==> src/rtl/cpu_pkg.sv <==
// Shared decode definitions: opcodes, controller state encoding and opcode-class helpers.
package cpu_pkg;

  localparam logic [3:0] OP_NOP = 4'h0;
  localparam logic [3:0] OP_LW  = 4'h8;
  localparam logic [3:0] OP_SW  = 4'h9;
  localparam logic [3:0] OP_BEQ = 4'hA;
  localparam logic [3:0] OP_BNE = 4'hB;
  localparam logic [3:0] OP_JMP = 4'hC;

  typedef enum logic [0:0] {
    ST_RUN   = 1'b0,
    ST_FLUSH = 1'b1
  } state_t;

  function automatic logic [7:0] sext4to8(input logic [3:0] v);
    return {{4{v[3]}}, v};
  endfunction

  // Anything outside the named opcodes is an ALU op that writes W.
  function automatic logic is_alu(input logic [3:0] op);
    case (op)
      OP_NOP, OP_LW, OP_SW, OP_BEQ, OP_BNE, OP_JMP: return 1'b0;
      default:                                      return 1'b1;
    endcase
  endfunction

  function automatic logic reads_ab(input logic [3:0] op);
    return (op != OP_NOP) && (op != OP_JMP);
  endfunction

endpackage

==> src/rtl/hazard_unit.sv <==
// Combinational load-use and branch-operand hazard detection against the ID/EX slot.
// With DECODE_FWD_EN defined, ALU-producer branch hazards become forward selects instead of stalls.
module hazard_unit
  import cpu_pkg::*;
(
  input  logic [3:0] opcode,
  input  logic [3:0] a_addr,
  input  logic [3:0] b_addr,
  input  logic       ex_valid,
  input  logic [3:0] ex_opcode,
  input  logic [3:0] ex_w_addr,
`ifdef DECODE_FWD_EN
  output logic       fwd_a,
  output logic       fwd_b,
`endif
  output logic       stall
);

  logic src_match;
  logic load_use;
  logic branch_haz;

  always_comb begin
    src_match  = (ex_w_addr == a_addr) || (ex_w_addr == b_addr);
    load_use   = ex_valid && (ex_opcode == OP_LW) && reads_ab(opcode) && src_match;
    branch_haz = ((opcode == OP_BEQ) || (opcode == OP_BNE)) && ex_valid &&
                 is_alu(ex_opcode) && src_match;
`ifdef DECODE_FWD_EN
    fwd_a = branch_haz && (ex_w_addr == a_addr);
    fwd_b = branch_haz && (ex_w_addr == b_addr);
    stall = load_use;
`else
    stall = load_use || branch_haz;
`endif
  end

endmodule

==> src/rtl/id_decode_ctrl.sv <==
// Decode-stage controller: branch/jump resolution, fetch redirect, hazard stalls and the ID/EX register.
// Optional DECODE_FWD_EN: branch operands are forwarded from ex_fwd_data instead of stalling.
module id_decode_ctrl
  import cpu_pkg::*;
#(
  parameter int FLUSH_CYCLES = 1,
  parameter int DATA_W       = 8
) (
  input  logic              clk,
  input  logic              reset,
  input  logic [3:0]        opcode,
  input  logic [3:0]        A_reg_address,
  input  logic [3:0]        B_reg_address,
  input  logic [3:0]        W_reg_address,
  input  logic [3:0]        Sign,
  input  logic [7:0]        pc_to_im,
  input  logic [7:0]        next_pc_address,
  input  logic [DATA_W-1:0] rd_a_data,
  input  logic [DATA_W-1:0] rd_b_data,
  input  logic [DATA_W-1:0] ex_fwd_data,
  output logic              select_line,
  output logic [7:0]        new_address,
  output logic              pc_select,
  output logic              ex_valid,
  output logic [3:0]        ex_opcode,
  output logic [3:0]        ex_w_addr,
  output logic [3:0]        ex_sign,
  output logic [DATA_W-1:0] ex_a_data,
  output logic [DATA_W-1:0] ex_b_data,
  output logic [7:0]        ex_pc
);

  state_t            state;
  logic [1:0]        flush_cnt;
  logic              hz_stall;
  logic              stall;
  logic              taken;
  logic              cond;
  logic              in_run;
  logic [7:0]        target;
  logic [DATA_W-1:0] a_op;
  logic [DATA_W-1:0] b_op;

`ifdef DECODE_FWD_EN
  logic fwd_a;
  logic fwd_b;
`endif

  hazard_unit u_hazard (
    .opcode    (opcode),
    .a_addr    (A_reg_address),
    .b_addr    (B_reg_address),
    .ex_valid  (ex_valid),
    .ex_opcode (ex_opcode),
    .ex_w_addr (ex_w_addr),
`ifdef DECODE_FWD_EN
    .fwd_a     (fwd_a),
    .fwd_b     (fwd_b),
`endif
    .stall     (hz_stall)
  );

`ifdef DECODE_FWD_EN
  assign a_op = fwd_a ? ex_fwd_data : rd_a_data;
  assign b_op = fwd_b ? ex_fwd_data : rd_b_data;
`else
  logic [DATA_W-1:0] unused_fwd;
  assign unused_fwd = ex_fwd_data;
  assign a_op       = rd_a_data;
  assign b_op       = rd_b_data;
`endif

  always_comb begin
    case (opcode)
      OP_BEQ:  cond = (a_op == b_op);
      OP_BNE:  cond = (a_op != b_op);
      OP_JMP:  cond = 1'b1;
      default: cond = 1'b0;
    endcase
    if (opcode == OP_JMP) begin
      target = {A_reg_address, B_reg_address};
    end else begin
      target = next_pc_address + (sext4to8(Sign) << 1);
    end
    in_run = (state == ST_RUN);
    stall  = in_run && hz_stall;
    taken  = in_run && !hz_stall && cond;
    // Redirect outputs are forced to their idle values while reset is held.
    select_line = taken && !reset;
    new_address = (taken && !reset) ? target : 8'h00;
    pc_select   = !stall || reset;
  end

  always_ff @(posedge clk or posedge reset) begin
    if (reset) begin
      state     <= ST_RUN;
      flush_cnt <= 2'd0;
    end else if (state == ST_RUN) begin
      if (taken) begin
        state     <= ST_FLUSH;
        flush_cnt <= 2'(FLUSH_CYCLES - 1);
      end else begin
        state     <= ST_RUN;
        flush_cnt <= 2'd0;
      end
    end else if (flush_cnt == 2'd0) begin
      state     <= ST_RUN;
      flush_cnt <= 2'd0;
    end else begin
      state     <= ST_FLUSH;
      flush_cnt <= flush_cnt - 2'd1;
    end
  end

  always_ff @(posedge clk or posedge reset) begin
    if (reset) begin
      ex_valid  <= 1'b0;
      ex_opcode <= OP_NOP;
      ex_w_addr <= 4'h0;
      ex_sign   <= 4'h0;
      ex_a_data <= '0;
      ex_b_data <= '0;
      ex_pc     <= 8'h00;
    end else if (!in_run || stall || taken) begin
      // Flushed instructions, stalls and the redirecting branch itself all become bubbles.
      ex_valid  <= 1'b0;
      ex_opcode <= OP_NOP;
      ex_w_addr <= 4'h0;
      ex_sign   <= 4'h0;
      ex_a_data <= '0;
      ex_b_data <= '0;
      ex_pc     <= 8'h00;
    end else begin
      ex_valid  <= (opcode != OP_NOP);
      ex_opcode <= opcode;
      ex_w_addr <= W_reg_address;
      ex_sign   <= Sign;
      ex_a_data <= a_op;
      ex_b_data <= b_op;
      ex_pc     <= pc_to_im;
    end
  end

endmodule

==> config.mk <==
export PLATFORM = sky130hd
export DESIGN_NAME = id_decode_ctrl
export DESIGN_NICKNAME = d
export VERILOG_FILES = /design/src/rtl/cpu_pkg.sv /design/src/rtl/hazard_unit.sv /design/src/rtl/id_decode_ctrl.sv
export SDC_FILE = /design/constraint.sdc
export NUM_CORES = 1
export LEC_CHECK = 0
export CORE_UTILIZATION = 25
export DETAILED_ROUTE_END_ITERATION = 7
export SYNTH_ARGS = -nofsm -noshare
export SYNTH_HDL_FRONTEND = slang
export SYNTH_SLANG_ARGS = --single-unit
==> constraint.sdc <==
create_clock -name clk -period 3.05 [get_ports clk]
set_input_delay 0.7625 -clock clk [delete_from_list [all_inputs] [get_ports clk]]
set_output_delay 0.7625 -clock clk [all_outputs]
set_load 0.01 [all_outputs]
==> results of run 1 <==
## sequential cells by signal (all words and copies together) (netlist names), 2 cells and up
signal / flops
ex_opcode: 4
ex_a_data: 8
ex_w_addr: 4
ex_b_data: 8
ex_pc: 8
ex_sign: 4
flush_cnt: 2
## area by class of cell
cell class	instances	area (µm²)	share of cell area (%)
Sequential cell	40	1000	24.4
Inverter	39	146	3.58
Tap cell	108	135	3.30
Multi-Input combinational cell	128	1410	34.5
Clock buffer	8	90.1	2.20
Timing Repair Buffer	146	1310	32.0
## worst max-delay path, stage by stage
cell and delay (ns):
buf_8 0.10, ha_4 0.15, fa_2 0.39, a211oi_4 0.30, o21bai_1 0.11, a21oi_2 0.18
xnor2_2 0.10, a2111oi_4 0.29, buf_2 0.18
## logic make-up after synthesis
group	share of synthesized area [%]
AO/OA/AOI/OAI	7.43
XOR/XNOR	8.15
adder cells (fa/ha/maj)	4.21
buffers and inverters	9.81
flip-flops	44.3
multiplexers	1.77
AND/OR/NAND/NOR	24.3
## layout by cell type (no fill, tap or decap), types with 3 or more instances in the layout
| master | count |
|---|---|
| inv_1 | 37 |
| xor2_2 | 5 |
| buf_6 | 13 |
| a21o_1 | 3 |
| mux2i_1 | 4 |
| clkbuf_8 | 6 |
| clkbuf_2 | 4 |
| buf_4 | 37 |
| nor3_1 | 9 |
| nor3_2 | 36 |
| dfrtp_1 | 40 |
| nor2_1 | 6 |
| o21ai_0 | 3 |
| buf_2 | 18 |
| xor2_1 | 10 |
| buf_8 | 3 |
| clkdlybuf4s50_1 | 52 |
| dlygate4sd2_1 | 8 |
| ha_4 | 6 |
| nand2_1 | 3 |
| nor4_4 | 3 |
| clkdlybuf4s15_2 | 3 |
| clkdlybuf4s15_1 | 4 |
## metal layers
layer | up-vias | global-route usage (%)
met1 | 999 | 17.3
met2 | 83 | 27.1
li1 | 1001 | -
met3 | 6 | 4.19
met5 | - | 0
met4 | 0 | 3.33
## through the flow
step                      hold slack, ns  setup TNS, ns  cell area, µm²
after floorplan                    0.410              0            2270
after global placement             0.422          -7.72            3640
after detailed placement           0.434          -8.18            3640
after CTS                          0.444         -0.673            3930
after global routing               0.484          -1.21            4090
final                              0.438         -0.467            4090
## worst max-delay path by stage
| stage | startpoint | endpoint | slack, ns |
|---|---|---|---|
| 2_1_floorplan | Sign[0] | new_address[7] | 0.003 |
| 6_report | Sign[0] | new_address[7] | -0.27 |
| 5_1_grt | Sign[0] | new_address[7] | -0.34 |
| 3_3_place_gp | Sign[0] | new_address[7] | -1.03 |
| 4_1_cts | Sign[0] | new_address[7] | -0.32 |
| 3_5_place_dp | Sign[0] | new_address[7] | -1.08 |
## what timing repair did
| action | 4_1_cts | 5_1_grt |
|---|---|---|
| setup buffers | 9 | 2 |
| pin swaps | 27 | 25 |
| endpoints found under the setup margin | 10 | 10 |
| resized for setup | 181 | 43 |
## power breakdown
part	total (mW)	internal (mW)	switching [mW]
sequential	0.598	0.576	0.0221
combinational	0.527	0.287	0.240
clock	0.359	0.185	0.174
==> results.json, run 1 <==
{
  "ff2ff_path_depth": 7,
  "rows": 34,
  "wl_per_cell_um": 14.5,
  "drc_errors": 0,
  "ios": 109,
  "worstReg2RegEnd": "ex_valid$_DFF_PP0_",
  "dp_slack_ns": -1.08,
  "firstDrtPassIters": 4,
  "die_area_um2": 9410,
  "route.met2.wl_mm": 3.52,
  "cts_tree": "done",
  "nNetsFinal": 429,
  "synth.avg_cell_area_um2": 10.4,
  "wl_met3_um": 483,
  "die_y_um": 97.0,
  "synthTopCellsByCount": "dfrtp_1, inv_1, nor3_2, xor2_1, nor3_1",
  "syn_nets": 286,
  "drtAntennaViolNets": 0,
  "synth_edf_count": 0,
  "dpl.hpwl_mm": 5.12,
  "drive_gt1_share_pct": 46.0,
  "routed_via_density": 4.45,
  "clock_latency_ns": 0.28,
  "power.total_mw": 1.48,
  "hold_viol_final": 0,
  "final_cells": 469,
  "antenna_found_initial": 0,
  "gp_congestion": 0.768,
  "ctsLongestPathBuffers": 2,
  "yosysTopAreaCellShare_pct": 44.3,
  "cts.sink_count": 40,
  "insertedDiodeCount": 0,
  "syn_to_final_growth_pct": 81.4,
  "slew_violations": 0,
  "setup_viol": 8,
  "highest_layer": "met4",
  "grt_overflow": 0,
  "yosysSeqAreaShare_pct": 44.3,
  "holdBufCountCts": 0,
  "p_leak_nw": 1.87,
  "ys_types": 38,
  "rrSetupSlack_ns": 1.25,
  "synth.area.top_cells": "dfrtp_1, nor3_2, xor2_1",
  "cts-root-buf": "clkbuf_8",
  "finalWorstSetupSlack_ns": -0.269,
  "vias": 2089,
  "irDropWorstVdd_v": 0.000166,
  "worstSetupStartpointType": "input port",
  "worstPathRequired_ns": 2.29,
  "dpl.cell_count": 451,
  "cts_htree_levels": 2,
  "hold_class": "reg -> reg",
  "status": "finished with violations",
  "violations": "setup timing",
  "min_period_ns": 3.32,
  "drt-initial-drc-count": 82,
  "drv_cap": 0,
  "synth_warnings": 0,
  "fill_cells": 838,
  "hp-start": "flush_cnt[0]$_DFF_PP0_",
  "rsz0062_at_grt": "true",
  "totalWireLength_mm": 6.80,
  "die_width_um": 97.0,
  "critPathKind": "in -> out",
  "coreArea_um2": 8720,
  "fin_util_pct": 46.9,
  "cts_buffers": 5,
  "synth_cells": 217,
  "worst_pin_slew_ns": 0.303,
  "syn_area_um2": 2260,
  "end_kind": "primary output",
  "grt_first_pass_wirelength_mm": 11.2,
  "ys_async_sr_fraction_pct": 100,
  "fin_skew_ns": 0.00332,
  "synth_top_area_cell": "dfrtp_1",
  "initial_utilization_pct": 25.9,
  "place.port_buffers": 100,
  "fmax_mhz": 301,
  "hold-path-cell-count": 1,
  "synth-main-ff-cell": "dfrtp_1",
  "powerDensity_nw_per_um2": 362,
  "synth_seq_cells": 40,
  "grt_pass1_vias": 2296,
  "cp_max_fo": 2,
  "met1_length_mm": 2.73,
  "post-route-period-util_pct": 109,
  "whs_endpoint": "flush_cnt[0]$_DFF_PP0_",
  "grt_max_degree": 28,
  "arrival_ns": 2.56,
  "clk_pin_slew_worst_paths_ns": 0.07,
  "synth.most_common_cell": "dfrtp_1",
  "r2r_start": "ex_w_addr[1]$_DFF_PP0_",
  "grt_use_total_pct": 14.9,
  "relSlewSlack_pct": 79.6
}
Note: power is estimated with default switching activity, not from simulation.
==> run 2, diff against run 1 <==
- CAP_MARGIN: unset -> 20
==> results of run 2 <==
No change in the layout: final DEF, timing and power equal those of run 1.
